[src/rtl/cpu_mem_pkg.sv]
// Shared constants and FSM state type for the mini CPU data memory.
package cpu_mem_pkg;

   localparam int unsigned DATA_W_DEF = 8;
   localparam int unsigned ADDR_W_DEF = 4;

   typedef enum logic {
      ST_IDLE  = 1'b0,
      ST_CLEAR = 1'b1
   } state_t;

endpackage

[src/rtl/data_mem_sync_if.sv]
// CPU load/store bus to the data memory.
interface data_mem_sync_if
   import cpu_mem_pkg::*;
#(
   parameter int unsigned DATA_W = DATA_W_DEF,
   parameter int unsigned ADDR_W = ADDR_W_DEF
);

   logic [ADDR_W-1:0] addr;
   logic              write_en;
   logic              read_en;
   logic [DATA_W-1:0] write_data;
   logic              clear;
   logic [DATA_W-1:0] read_data;
   logic              read_valid;
   logic              busy;

   modport master (
      output addr, write_en, read_en, write_data, clear,
      input  read_data, read_valid, busy
   );

   modport slave (
      input  addr, write_en, read_en, write_data, clear,
      output read_data, read_valid, busy
   );

endinterface

[src/rtl/data_mem_sync_ram_core.sv]
// DEPTH x DATA_W storage array: one synchronous write port, asynchronous read.
module ram_core #(
   parameter int unsigned DATA_W = 8,
   parameter int unsigned ADDR_W = 4
) (
   input  logic              clk,
   input  logic              write_en,
   input  logic [ADDR_W-1:0] write_addr,
   input  logic [DATA_W-1:0] write_data,
   input  logic [ADDR_W-1:0] read_addr,
   output logic [DATA_W-1:0] read_data
);

   logic [DATA_W-1:0] mem [2**ADDR_W];

   // Array write; deliberately never reset.
   always_ff @(posedge clk) begin
      if (write_en) mem[write_addr] <= write_data;
   end

   assign read_data = mem[read_addr];

endmodule

[src/rtl/data_mem_sync.sv]
// Data memory with registered reads and a zero-fill sweep after reset / on request.
module data_mem_sync
   import cpu_mem_pkg::*;
#(
   parameter int unsigned DATA_W         = DATA_W_DEF,
   parameter int unsigned ADDR_W         = ADDR_W_DEF,
   parameter bit          CLEAR_ON_RESET = 1'b1
) (
   input  logic           clk,
   input  logic           rst,
   data_mem_sync_if.slave bus
);

   localparam int unsigned       DEPTH    = 2**ADDR_W;
   localparam logic [ADDR_W-1:0] LAST     = ADDR_W'(DEPTH - 1);
   localparam state_t            RESET_ST = CLEAR_ON_RESET ? ST_CLEAR : ST_IDLE;

   state_t            state, state_next;
   logic [ADDR_W-1:0] clr_ptr;
   logic              accepted;
   logic              mem_we;
   logic [ADDR_W-1:0] mem_waddr;
   logic [DATA_W-1:0] mem_wdata;
   logic [DATA_W-1:0] mem_rdata;

   assign accepted = (state == ST_IDLE);
   assign bus.busy = (state == ST_CLEAR);

   // Write port mux: the sweep owns the array while clearing.
   always_comb begin
      mem_we    = accepted & bus.write_en;
      mem_waddr = bus.addr;
      mem_wdata = bus.write_data;
      if (state == ST_CLEAR) begin
         mem_we    = 1'b1;
         mem_waddr = clr_ptr;
         mem_wdata = '0;
      end
   end

   ram_core #(
      .DATA_W (DATA_W),
      .ADDR_W (ADDR_W)
   ) u_ram (
      .clk        (clk),
      .write_en   (mem_we),
      .write_addr (mem_waddr),
      .write_data (mem_wdata),
      .read_addr  (bus.addr),
      .read_data  (mem_rdata)
   );

   // State register.
   always_ff @(posedge clk or posedge rst) begin
      if (rst) state <= RESET_ST;
      else     state <= state_next;
   end

   // Next state: start a sweep on clear, leave after the last word.
   always_comb begin
      state_next = state;
      case (state)
         ST_IDLE:  if (bus.clear)       state_next = ST_CLEAR;
         ST_CLEAR: if (clr_ptr == LAST) state_next = ST_IDLE;
         default:                       state_next = RESET_ST;
      endcase
   end

   // Sweep pointer: advances while clearing and wraps back to 0 on exit.
   always_ff @(posedge clk or posedge rst) begin
      if (rst)                    clr_ptr <= '0;
      else if (state == ST_CLEAR) clr_ptr <= clr_ptr + 1'b1;
      else                        clr_ptr <= '0;
   end

   // Registered read; a same-address write in the same cycle is forwarded (write-first).
   always_ff @(posedge clk or posedge rst) begin
      if (rst) begin
         bus.read_data  <= '0;
         bus.read_valid <= 1'b0;
      end else begin
         bus.read_valid <= accepted & bus.read_en;
         if (accepted && bus.read_en)
            bus.read_data <= bus.write_en ? bus.write_data : mem_rdata;
      end
   end

endmodule
[src/flat_wrapper.sv]
// flat-port wrapper written by rule: the top's interface ports become plain ports
module data_mem_sync_flat import cpu_mem_pkg::*;
#(
   parameter int unsigned DATA_W         = DATA_W_DEF,
   parameter int unsigned ADDR_W         = ADDR_W_DEF,
   parameter bit          CLEAR_ON_RESET = 1'b1
)
  (clk, rst, bus_addr, bus_write_en, bus_read_en, bus_write_data, bus_clear, bus_read_data, bus_read_valid, bus_busy);
  data_mem_sync_if #(.DATA_W(DATA_W), .ADDR_W(ADDR_W)) bus_i ();
  input  logic clk;
  input  logic rst;
  input wire logic [$bits(bus_i.addr)-1:0] bus_addr;
  input wire logic [$bits(bus_i.write_en)-1:0] bus_write_en;
  input wire logic [$bits(bus_i.read_en)-1:0] bus_read_en;
  input wire logic [$bits(bus_i.write_data)-1:0] bus_write_data;
  input wire logic [$bits(bus_i.clear)-1:0] bus_clear;
  output wire logic [$bits(bus_i.read_data)-1:0] bus_read_data;
  output wire logic [$bits(bus_i.read_valid)-1:0] bus_read_valid;
  output wire logic [$bits(bus_i.busy)-1:0] bus_busy;
  assign bus_i.addr = bus_addr;
  assign bus_i.write_en = bus_write_en;
  assign bus_i.read_en = bus_read_en;
  assign bus_i.write_data = bus_write_data;
  assign bus_i.clear = bus_clear;
  assign bus_read_data = bus_i.read_data;
  assign bus_read_valid = bus_i.read_valid;
  assign bus_busy = bus_i.busy;
  data_mem_sync #(.DATA_W(DATA_W), .ADDR_W(ADDR_W), .CLEAR_ON_RESET(CLEAR_ON_RESET)) u_core (.clk(clk), .rst(rst), .bus(bus_i));
endmodule
[config.mk]
export PLATFORM = sky130hd
export DESIGN_NAME = data_mem_sync_flat
export DESIGN_NICKNAME = d
export VERILOG_FILES = /design/src/rtl/cpu_mem_pkg.sv /design/src/rtl/data_mem_sync_if.sv /design/src/rtl/data_mem_sync_ram_core.sv /design/src/rtl/data_mem_sync.sv /design/src/flat_wrapper.sv
export SDC_FILE = /design/constraint.sdc
export NUM_CORES = 1
export LEC_CHECK = 0
export BUFFER_PORTS_ARGS = -buffer_cell sky130_fd_sc_hd__buf_4
export CAP_MARGIN = 5
export CORE_ASPECT_RATIO = 0.5
export CORE_MARGIN = 4
export CORE_UTILIZATION = 45
export CTS_BUF_LIST = sky130_fd_sc_hd__clkbuf_4 sky130_fd_sc_hd__clkbuf_8 sky130_fd_sc_hd__clkbuf_16
export DETAILED_ROUTE_END_ITERATION = 7
export HOLD_SLACK_MARGIN = 0.02
export PLACE_DENSITY = 0.7
export SLEW_MARGIN = 30
export SYNTH_ARGS = -nofsm -noshare
export SYNTH_HDL_FRONTEND = slang
export SYNTH_SLANG_ARGS = --single-unit
[constraint.sdc]
create_clock -name clk -period 2.2 [get_ports clk]
set_clock_uncertainty 0.1 [all_clocks]
set_input_delay 0.11 -clock clk [delete_from_list [all_inputs] [get_ports clk]]
set_output_delay 0.11 -clock clk [all_outputs]
set_load 0.01 [all_outputs]
==> flow_summary.toml, run 1 <==
[power]
net_switching_share_of_the_total_power = 0.273
p_sw_mw = 2.26
share_clk_of_total_power = 0.332
power_frac_comb = 0.189
power.density_cell_area_nw_per_um2 = 1210
share_seq_of_total_power = 0.479
power.static_leakage_nw = 2.50
irDropWorstVdd_v = 0.000492
p_int_mw = 6.00

[logic_synthesis]
synth_adder_area_share = 0.00217
synthesis.nets = 359
muxShareOfSynthArea = 0.124
post_synth_num_cell_types = 35
synthXorXnorAreaFrac = 0.00304
synth.cell_area_um2 = 5760
postSynthRegisterBits = 142
post_synthesis_compound_gate_area_fraction = 0.0673
synth_top_family_by_area = "multiplexers"
synthesis.instances = 341
synth_area_per_cell_um2 = 16.9
post_synth_and_or_nand_nor_area_fraction = 0.0415
seq_area_frac_synth = 0.728
yosys_warnings = 0

[place]
io_buffer_count = 26
dp_hpwl_um = 8350
dpl_cell_area_um2 = 6200
place_congestion = 0.941
dp.cells = 533
place_worst_setup_slack_ns = 0.0822

[routing]
drtPass1Iterations = 8
route.vias.total = 3281
totalWireLength_um = 12300
post_drt_wl_per_cell_um = 21.6
number_of_remaining_drc_errors = 2
ant_nets = 0
routed_via_density = 5.76
dr.first_iter.drc_count = 326

[clock_tree]
post_cts_buffers = 0
root_buffer = "clkbuf_16"
cts_tree = "done"
clkTransAtPathRegs_ns = 0.06
cts_bufs_inserted = 17
htree_levels = 4
clockBufferDepth = 2
insertion_delay_of_the_later_clocked_pin_in_the_worst_skew_pair_ns = 0.41
cts.sink_count = 142

[final_layout]
num-nets-final = 410
instances_no_fill = 570
design_area_final_um2 = 6830
multiInputGateArea_um2 = 1380
fill_cells = 886
drive_gt1_frac = 0.225
final_design_utilization = 0.562
antenna_cells = 0
area_used_by_sequential_logic_in_the_layout_um2 = 4200
syn2layout_area_growth_pct = 18.6

[worst_setup_path]
path_cells = "a32oi_1, nor2_1"
timing.critical_path.arrival_ns = 2.08
critical_path_class = "flip-flop to flip-flop"
startpoint_type = "flip-flop"
timing.reg2reg.worst_path_depth = 2
timing.critical_path.slowest_cell_delay_ns = 0.71
critical_path.slowest_cell = "dfstp_2"
critPathRequiredTime_ns = 2.14
end_kind = "flip-flop"
crit_fanout = 20

[sta]
period_needed_ns = 2.14
min_period_over_period = 0.973
layout_setup_ws_ns = 0.0583
hold_viol = 0
worst_slew_pin_slew_ns = 0.992
rsz0062_at_grt = "yes"
max_freq_mhz = 467
setup_viol_count_final = 0
drv_slew = 0
setup_tns_ns = 0
slew_headroom = 0.336

[floorplanning]
row_count = 28
core_area_um2 = 12200
die_h_um = 88.0
initial_core_util = 0.474
fp.dieW_um = 168
design.die.area_um2 = 14800
pin_count = 27

[global_routing]
number_of_antenna_violations_at_the_first_check_in_global_routing = 0
total_routing_usage_gr = 0.176
grt_first_pass_wirelength_um = 18900
globalRouteOverflowTotal = 0
first_global_vias = 3231
grt_max_degree = 22

[hold_path]
min_path_cells = 5
timing.hold.worst.class = "input port to flip-flop"

[run_status]
status = "finished, violations left"
violations = "DRC"

[flow_run]
maxCapViolCount = 0
## metrics by stage
stage	hold slack (ns)	total power, mW
2_1_floorplan	-0.101	4.85
3_3_place_gp	0.0838	5.44
3_5_place_dp	0.0957	5.53
4_1_cts	0.0203	8.27
5_1_grt	0.0284	8.60
6_report	0.0327	8.26
## power by group through the flow
| stage | logic (mW) | registers, mW | clock network (mW) |
|---|---|---|---|
| floorplan | 0.921 | 3.93 | 0 |
| global placement | 1.47 | 3.97 | 0 |
| detailed placement | 1.54 | 4.00 | 0 |
| CTS | 1.55 | 3.96 | 2.77 |
| global route | 1.69 | 4.00 | 2.91 |
| finish | 1.56 | 3.96 | 2.74 |
## timing repair
item,CTS,global route
hold buffers,5,0
gates resized for setup,0,2
endpoints found under the hold margin,19,0
endpoints found under the setup margin,0,24
## critical path: cells and delay by family, from the launching register on
kind,cells,cell delay (ns)
AOI/OAI and AO/OA,1,0.27
DFF,1,0.71
and+or+nand+nor,1,0.68
## final timing paths
path	endpoint	slack, ns	startpoint
worst max register to register	u_core.u_ram.mem[13][4]	0.06	u_core.bus.busy
min in group asynchronous	u_core.bus.read_data[6]	0.21	rst
max in group asynchronous	u_core.bus.busy	1.42	rst
worst min register to register	u_core.clr_ptr[0]	0.47	u_core.clr_ptr[0]
worst max-delay path	u_core.u_ram.mem[13][4]	0.06	u_core.bus.busy
worst min-delay path	u_core.bus.read_data[0]	0.03	bus_write_data[0]
## cells in the mapped netlist
cell       instances  area, um^2
mux4_2             7         158
a221oi_1           8        70.1
nand2_1           13        48.8
mux2i_1           32         320
buf_12             2        40.0
dfstp_2            1        26.3
xor2_1             1        8.76
ha_1               1        12.5
o211ai_1           2        15.0
clkbuf_1          10        37.5
nand2b_1           1        6.26
a31oi_1           11        68.8
buf_4              1        7.51
xnor2_1            1        8.76
nor2b_1            3        18.8
o21ai_0            4        20.0
a21oi_1           17        85.1
dfrtp_1           13         325
nor3_1             1        5.00
nor4b_1            1        8.76
clkinv_1           1        3.75
buf_6              3        33.8
buf_2              5        25.0
nand3_1            1        5.00
a32oi_1            2        17.5
inv_1             12        45.0
and2_1             3        18.8
nor2_1            30         113
o21ai_1            4        20.0
mux4_1             9         236
a22oi_1            4        30.0
edfxtp_1         128        3840
o2111ai_1          6        52.6
a41oi_1            1        8.76
nor3b_1            2        15.0
## cell type report
cell class	count	area share
clock buffers	20	0.0665
inverters	13	0.00714
clock inverters	12	0.0178
well taps	165	0.0302
repair buffers	53	0.0619
flip-flops and latches	142	0.614
multi-input cells	165	0.202
## registers in the layout, indices dropped and copies added, names as in the netlist
| name | flops |
|---|---|
| u_core.clr_ptr | 4 |
| u_core.bus.busy | 1 |
| u_core.u_ram.mem | 128 |
| u_core.bus.read_valid | 1 |
| u_core.bus.read_data | 8 |
## routing by layer
layer  wire, um  GRT usage
met5          0          0
met3       1040     0.0509
met1       5110      0.230
met2       5930      0.283
met4        245     0.0736
## cells by family (layout without fill, tap and decap cells)
logic type,count (synthesis),count (layout)
flops,142,142
compound gates,59,59
xor+xnor,2,2
mux,48,48
fa+ha+maj,1,1
simple gates,55,55
buf+inv,34,98
## cell usage in the layout, fill, tap and decap left out, drive strengths merged, types with 8 or more instances in the layout
cell    netlist  routed
a21oi        17      17
a221oi        8       8
a31oi        11      11
buf          11      48
clkbuf       10      20
clkinv        1       9
dfrtp        13      13
edfxtp      128     128
inv          12      12
mux2i        32      32
mux4         16      16
nand2        13      13
nor2         30      30
o21ai         8       8
Power figures use the tool's default switching activity.
==> inputs of run 2 (changes only) <==
--- a/config.mk
+++ b/config.mk
@@ -13,8 +13,8 @@
 export CTS_BUF_LIST = sky130_fd_sc_hd__clkbuf_4 sky130_fd_sc_hd__clkbuf_8 sky130_fd_sc_hd__clkbuf_16
 export DETAILED_ROUTE_END_ITERATION = 7
 export HOLD_SLACK_MARGIN = 0.02
-export PLACE_DENSITY = 0.7
 export SLEW_MARGIN = 30
 export SYNTH_ARGS = -nofsm -noshare
 export SYNTH_HDL_FRONTEND = slang
+export SYNTH_HIERARCHICAL = 1
 export SYNTH_SLANG_ARGS = --single-unit
==> run 2 against run 1 <==
  * Critical path type unchanged
  * Worst setup slack got worse by 0.064 ns
  * Clock-buffer cell count increased by 2
  * The run ends with setup timing left
  * First-iteration DRC count decreased by 15%
  * Wire length increased by 1.7%
  * Global-route usage increased by 0.30 points
==> flow_summary.toml, run 2 <==
[logic_synthesis]
synth_area_per_cell_um2 = 20.5
synthesis.nets = 300
yosys-top-cells-count = "128 x edfxtp_1, 18 x mux4_2, 16 x a22oi_1, 16 x mux2_4"
synth.largest_area_cell = "edfxtp_1"
synth_area_leaders = "edfxtp_1 66%, mux4_2 7.0%, mux4_1 6.3%"
synthMostInstantiatedCell = "edfxtp_1"
synthesis.instances = 282
postSynthRegisterBits = 142
synth.cell_area_um2 = 5790
ys.flop_type = "edfxtp_1"
yosys_warnings = 6
synth_enable_flop_cells = 128
seq_area_frac_synth = 0.724
synth_top_area_share = 0.663
synth_async_sr_flop_share = 0.0986
post_synth_num_cell_types = 30

[sta]
whs_ns = 0.0558
min_period_over_period = 1.00
layout_setup_ws_ns = -0.00537
slew_headroom = 0.506
hold_viol = 0
setup_tns_ns = -0.00537
setup_viol_count_final = 1
rsz0062_at_grt = "no"
period_needed_ns = 2.21
max_freq_mhz = 453
drv_slew = 0
worst_slew_pin_slew_ns = 0.737

[floorplanning]
row_count = 28
core_area_um2 = 12200
initial_core_util = 0.475
pin_count = 27
design.die.area_um2 = 14900
die_h_um = 88.2
fp.dieW_um = 168

[worst_setup_path]
critPathRequiredTime_ns = 2.40
critical_path.slowest_cell = "mux4_2"
startpoint_type = "flip-flop"
critical_path_class = "flip-flop to flip-flop"
timing.reg2reg.worst_path_depth = 5
cpMostUsedCell = "mux2_4"
rrSetupSlack_ns = -0.005
critPathBufInv = 0
path_cells = "mux4_2, a22oi_1, nand2_1, mux2_4, mux2_4"
timing.critical_path.arrival_ns = 2.40
end_kind = "flip-flop"
endpoint_of_the_most_critical_register_to_register_path = "u_core/bus.read_data[7]"
timing.critical_path.slowest_cell_delay_ns = 0.50
worstSetupPathDepth = 5
worstReg2RegStart = "u_core/u_ram/mem[7][7]"
crit_fanout = 1
cp_top_family = "multiplexers"

[routing]
ant_nets = 0
totalWireLength_um = 12500
number_of_remaining_drc_errors = 0
routed_via_density = 5.58
dr.first_iter.drc_count = 276
post_drt_wl_per_cell_um = 23.6
route.vias.total = 2962
drtPass1Iterations = 5

[power]
power.static_leakage_nw = 2.60
report.power.total_mw = 9.06
irDropWorstVdd_v = 0.000613
power.density_cell_area_nw_per_um2 = 1260

[flow_run]
maxCapViolCount = 0

[clock_tree]
cts.sink_count = 142
cts_bufs_inserted = 17
htree_levels = 4
post_cts_buffers = 0
clkTransAtPathRegs_ns = 0.06
clockBufferDepth = 2
root_buffer = "clkbuf_16"
insertion_delay_of_the_later_clocked_pin_in_the_worst_skew_pair_ns = 0.41
cts_tree = "done"

[final_layout]
final_design_utilization = 0.588
final_cell_mix = "128 x edfxtp_1, 50 x buf_4, 18 x mux4_2"
registers.top_by_ff_count = "u_core/u_ram/mem"
instances_no_fill = 531
design_area_final_um2 = 7170
num-nets-final = 371
antenna_cells = 0
drive_gt1_frac = 0.393
syn2layout_area_growth_pct = 23.7
final_common_cell = "edfxtp_1"
largest_register_ffs = 128
biggestRegsByFlops = "u_core/u_ram/mem (128), u_core/bus.read_data (8), u_core/clr_ptr (4)"

[global_routing]
first_global_vias = 3025
number_of_antenna_violations_at_the_first_check_in_global_routing = 0
total_routing_usage_gr = 0.179
grt_max_degree = 18
globalRouteOverflowTotal = 0
grt_first_pass_wirelength_um = 18700

[place]
dp_hpwl_um = 7970
io_buffer_count = 26
place_worst_setup_slack_ns = -0.0747
dpl_cell_area_um2 = 6420
dp.cells = 489
place_congestion = 0.786

[hold_path]
holdPathEnd = "u_core/bus.read_valid"
hold_path.startpoint = "bus_read_en"
min_path_cells = 2
timing.hold.worst.class = "input port to flip-flop"

[run_status]
violations = "setup timing"
status = "finished, violations left"
==> run 2: changes by cell type after synthesis, moves of 12 or more <==
cell     previous run  this run
nor2_1             30        14
a22oi_1             4        16
mux2i_1            32         1
mux2_4              0        16
a21oi_1            17         0
==> run 2: kinds of logic (layout without fill, tap and decap cells) <==
kind of cell	Yosys count	after routing	share of synthesized area
AND/OR/NAND/NOR	52	52	0.0456
adder cells (fa/ha/maj)	1	1	0.00216
buffers and inverters	16	100	0.0209
AO/OA/AOI/OAI	18	18	0.0231
multiplexers	52	52	0.183
XOR/XNOR	1	1	0.00151
flip-flops	142	142	0.724
==> run 2: repair_timing <==
action	CTS	global route
hold buffers	10	0
resized for setup	1	1
setup endpoints to repair	8	1
pin swaps	0	0
endpoints found under the hold margin	22	0
==> run 2: cell type report <==
cell class | instances | area [um^2]
timing repair buffer | 66 | 596
multi-input combinational | 124 | 1540
fill | 865 | 5020
tap | 165 | 206
clock inverter | 10 | 164
inverter | 2 | 7.51
sequential | 142 | 4200
clock buffer | 22 | 463
==> run 2: worst max path at each step <==
| stage | from | end | slack, ns |
|---|---|---|---|
| floorplan | u_core/bus.busy | u_core/u_ram/mem[12][0] | -0.05 |
| global placement | bus_addr[0] | u_core/bus.read_data[2] | -0.08 |
| detailed placement | bus_addr[0] | u_core/bus.read_data[2] | -0.07 |
| CTS | u_core/u_ram/mem[2][2] | u_core/bus.read_data[2] | 0.04 |
| global route | u_core/u_ram/mem[6][7] | u_core/bus.read_data[7] | 0.007 |
| finish | u_core/u_ram/mem[7][7] | u_core/bus.read_data[7] | -0.005 |
==> run 2: per-layer routing <==
metal	routed length (um)	vias up	track usage
li1	-	1300	-
met2	5920	102	0.279
met1	5820	1554	0.257
met5	0	-	0
met3	726	6	0.0379
met4	69	0	0.0619
==> run 2: power by group <==
group          total (mW)  switching (mW)  internal (mW)  leakage (nW)
Combinational        2.08            1.13          0.949         0.938
Clock                3.01            1.05           1.96         0.298
Sequential           3.97           0.207           3.77          1.37
==> run 2: worst reg2reg max path, cell delays in order (launching register included) <==
cell	delay, ns
edfxtp_1	0.39
mux4_2	0.50
a22oi_1	0.43
nand2_1	0.13
mux2_4	0.28
mux2_4	0.25
